File: config.mk
export PLATFORM = sky130hd
export DESIGN_NAME = sevenseg_scan
export DESIGN_NICKNAME = d
export VERILOG_FILES = /design/src/rtl/sevenseg_scan.sv
export SDC_FILE = /design/constraint.sdc
export NUM_CORES = 1
export LEC_CHECK = 0
export CAP_MARGIN = 20
export CELL_PAD_IN_SITES_DETAIL_PLACEMENT = 0
export CELL_PAD_IN_SITES_GLOBAL_PLACEMENT = 1
export CORE_MARGIN = 8
export CORE_UTILIZATION = 30
export DETAILED_ROUTE_END_ITERATION = 8
export MAX_ROUTING_LAYER = met4
export PLACE_DENSITY = 0.78
export SYNTH_ARGS = -nofsm -noshare
export SYNTH_HDL_FRONTEND = slang
export SYNTH_SLANG_ARGS = --single-unit
File: constraint.sdc
create_clock -name clin -period 2.66 [get_ports clin]
set_input_delay 0.266 -clock clin [delete_from_list [all_inputs] [get_ports clin]]
set_output_delay 0.266 -clock clin [all_outputs]
set_load 0.005 [all_outputs]
File: src/rtl/sevenseg_scan.sv
`default_nettype none
// ============================================================================
// Module   : sevenseg_scan
// Brief    : Four-digit multiplexed seven-segment driver, advanced by the
//            rising edges of a divided scan signal sampled in the clin domain.
// Revision : 1.0 - initial release
// ============================================================================
module sevenseg_scan #(
    parameter logic SEG_ACTIVE_LOW = 1'b1,
    parameter logic AN_ACTIVE_LOW  = 1'b1,
    parameter logic BLANK_LZ       = 1'b0
) (
    input  logic        clin,
    input  logic        rst,
    input  logic        tick_in,
    input  logic [15:0] value,
    input  logic [3:0]  dp,
    output logic [6:0]  seg,
    output logic        dpo,
    output logic [3:0]  an,
    output logic [1:0]  digit_idx
);

    localparam logic [3:0] c_an_off  = AN_ACTIVE_LOW  ? 4'b1111 : 4'b0000;
    localparam logic [6:0] c_seg_off = SEG_ACTIVE_LOW ? 7'h7F   : 7'h00;
    localparam logic       c_dp_off  = SEG_ACTIVE_LOW;

    logic       r_tick_q;
    logic [1:0] r_idx;

    logic       w_strobe;
    logic [1:0] w_idx_next;
    logic [3:0] w_nib;
    logic [6:0] w_dec;
    logic [6:0] w_seg_ah;
    logic [3:0] w_onehot;
    logic [3:0] w_lz;
    logic       w_blank;

    always_comb begin
        w_strobe   = tick_in & ~r_tick_q;
        w_idx_next = r_idx + {1'b0, w_strobe};
        w_nib      = value[{w_idx_next, 2'b00} +: 4];
        w_onehot   = 4'b0001 << w_idx_next;

        // A digit is a leading zero when it and every digit above it are zero.
        w_lz[3] = (value[15:12] == 4'h0);
        w_lz[2] = w_lz[3] & (value[11:8] == 4'h0);
        w_lz[1] = w_lz[2] & (value[7:4] == 4'h0);
        w_lz[0] = 1'b0;
        w_blank = BLANK_LZ & w_lz[w_idx_next];

        case (w_nib)
            4'h0:    w_dec = 7'h3F;
            4'h1:    w_dec = 7'h06;
            4'h2:    w_dec = 7'h5B;
            4'h3:    w_dec = 7'h4F;
            4'h4:    w_dec = 7'h66;
            4'h5:    w_dec = 7'h6D;
            4'h6:    w_dec = 7'h7D;
            4'h7:    w_dec = 7'h07;
            4'h8:    w_dec = 7'h7F;
            4'h9:    w_dec = 7'h6F;
            4'hA:    w_dec = 7'h77;
            4'hB:    w_dec = 7'h7C;
            4'hC:    w_dec = 7'h39;
            4'hD:    w_dec = 7'h5E;
            4'hE:    w_dec = 7'h79;
            default: w_dec = 7'h71;
        endcase

        w_seg_ah = w_blank ? 7'h00 : w_dec;
    end

    // Reset reloads the tick history so a high tick_in at release is not an edge.
    always_ff @(posedge clin) begin
        r_tick_q <= tick_in;
        if (rst) begin
            r_idx     <= 2'd0;
            digit_idx <= 2'd0;
            an        <= c_an_off;
            seg       <= c_seg_off;
            dpo       <= c_dp_off;
        end else begin
            r_idx     <= w_idx_next;
            digit_idx <= w_idx_next;
            an        <= AN_ACTIVE_LOW  ? ~w_onehot : w_onehot;
            seg       <= SEG_ACTIVE_LOW ? ~w_seg_ah : w_seg_ah;
            dpo       <= SEG_ACTIVE_LOW ? ~dp[w_idx_next] : dp[w_idx_next];
        end
    end

endmodule
`default_nettype wire

==> run metrics <==
status finished, final reports clean; Final nets 150; crit-path max FO 4; first-pass GRT wire length 3150 um; post-synthesis net count 102; Crit path max-delay family simple AND/OR/NAND/NOR gates; total number of vias roughly 680; dpl hpwl around 1700 um; Post-Syn Area approximately 820 um^2; power per cell area about 500 nW/um^2; Yosys top cell area share 36.6%; setup ws final ~0.14 ns; layout cells sized above 1 between 10% and 20%; CP arrival about 2.7 ns; crit-path max cell delay between 0.5 and 0.6 ns; worst path cell trace clkdlybuf4s50_1 > nor2b_1 > ha_2 > xor2_4 > mux4_2 > ha_1 > or2_2 > nor3b_1 > nor3_1; vias in the first global route about 730; # hold bufs at CTS 0; CP endpoint kind flop; die height around 68 um; H-tree Lvls 1; final clock skew a little under 0.005 ns; CTS Buf Count 3; maximum capacitance violations 0; Yosys reg bits 15; Synth-to-Final Area Change 58.1%; number of routed nets with antenna violations 0; pins over their slew limit 0; crit path time final around 2.5 ns; global route overflow 0; average size of a mapped cell about 12 um^2; Yosys Warn Count 0; Total GRT Usage 8.87%; die footprint approximately 4700 um^2; wire per inst 13.5 um; Core Area 2690 um^2; Least-Margin Pin Slew around 0.26 ns; top cells by count, synth dfxtp_1, ha_1, nand2_1, inv_1, mux2i_1; Distinct cells, synth 26; Via-to-Cell Ratio around 4.6; Final Cycle Share between 90% and 100%; critical path required time about 2.9 ns; Synth area leaders dfxtp_1, ha_1, mux4_2; Slew headroom approximately 80%; largest net degree at the start of global routing 13; final hold violations 0; Pwr Total about 0.66 mW; Seq/Total Area, Yosys 36.6%; share of the core filled with cells around half; CTS root buffer clkbuf_4; number of antenna violations at the first check in global routing 0; Starting Density 30.6%; clk buf depth 2; RSZ-0062 raised after global routing no; most common cell in the netlist dfxtp_1; Setup-failing EPs final 0; WS Path Type in2reg; Die W 68.3 um; DR pass1 iterations 4; Worst-path clk slew around 0.090 ns; Pleak around 0.54 nW; boundary pin count 37; most used flip-flop cell after synthesis dfxtp_1; Critical Path Start Type primary input; Hold WS 0.454 ns; Bufs and invs on worst path 1; initial DRC count 14; RD Place Congestion between 0.8 and 0.9; clock latency on the worst-skew pair approximately 0.29 ns; fmax just under 400 MHz; clock sink count 15; ys async rst share 0%; WL final 2010 um; Hold Crit Class in2reg; Fill cells about 250; ant diodes 0; TritonCTS clock tree done; postcts setup bufs 0; Syn Inst Count 71; Post-route DRC 0; CP max stage cell mux4_2; Peak VDD IR ~0.34 mV; Rows 19; Post-synth EDFFs 0; Buffers on Ports 36; Setup WS pre-CTS -0.266 ns; largest area contributor in the netlist dfxtp_1
-- final timing paths --
| kind | startpoint | to | slack (ns) | depth (start not counted) |
|---|---|---|---|---|
| worst min register to register | digit_idx[1] | an[3] | 0.77 | 3 |
| worst min-delay path | tick_in | r_tick_q | 0.45 | 1 |
| worst max-delay path | tick_in | seg[0] | 0.14 | 9 |
| worst max register to register | r_tick_q | seg[0] | 0.32 | 8 |
-- layer usage --
metal	track usage [%]	vias to the layer above	wire length [um]	part of all wire (%)
li1	-	341	-	-
met5	-	-	0	0
met1	11.0	316	905	45
met4	4.60	0	21	1.0
met2	14.2	25	997	50
met3	0.491	2	81	4.0
-- cells in the final DEF, fill, tap and decap left out, drive strengths merged, types with 2 or more instances in the layout --
master	n
nand2b	3
inv	4
nand2	8
buf	10
mux4	5
nor2b	2
nor3	3
clkdlybuf4s50	36
o221ai	2
clkbuf	3
xor2	2
or2	2
ha	8
mux2i	4
dfxtp	15
o211ai	2
mux2	3
-- registers in the layout (all words and copies together) (netlist names) --
register / cells
seg: 7
an: 4
digit_idx: 2
dpo: 1
r_tick_q: 1
-- per-stage QoR --
stage / std cells / TNS, ns / instance area, um^2
final: 149 / 0 / 1300
after global routing: 149 / 0 / 1300
after CTS: 149 / 0 / 1300
after detailed placement: 145 / -0.934 / 1270
after global placement: 145 / -0.685 / 1270
after floorplan: 71 / 0 / 821
-- worst reg2reg max path, cell delays in order (launching register included) --
cell and delay [ns]:
dfxtp_1 0.31, nor2b_1 0.13, ha_2 0.24, xor2_4 0.18, mux4_2 0.56, ha_1 0.25, or2_2 0.29, nor3b_1 0.20
nor3_1 0.07
-- timing repair --
| action | in CTS | in global routing |
|---|---|---|
| hold endpoints to repair | 0 | 0 |
| resized for setup | 0 | 2 |
| setup endpoints to repair | 0 | 3 |
-- cell type report --
cell class                      instances  area [um^2]  area share, %
Clock inverter                          1         5.00          0.386
Tap cell                               31         38.8           2.99
Timing Repair Buffer                   46          435           33.6
Clock buffer                            3         22.5           1.74
Sequential cell                        15          300           23.1
Multi-Input combinational cell         49          480           37.0
Inverter                                4         15.0           1.16
-- where the power goes --
group,internal (mW),switching [mW],leakage (nW)
clock,0.0559,0.0754,0.0177
sequential,0.252,0.00752,0.125
combinational,0.166,0.102,0.402
total,0.474,0.185,0.544
-- logic make-up after synthesis --
family	share of synthesized area, %
compound gates	3.96
xor+xnor	4.42
fa+ha+maj	12.2
buf+inv	4.72
flops	36.6
mux	23.6
simple gates	14.5
No activity file was read; power rests on OpenSTA's default activity.
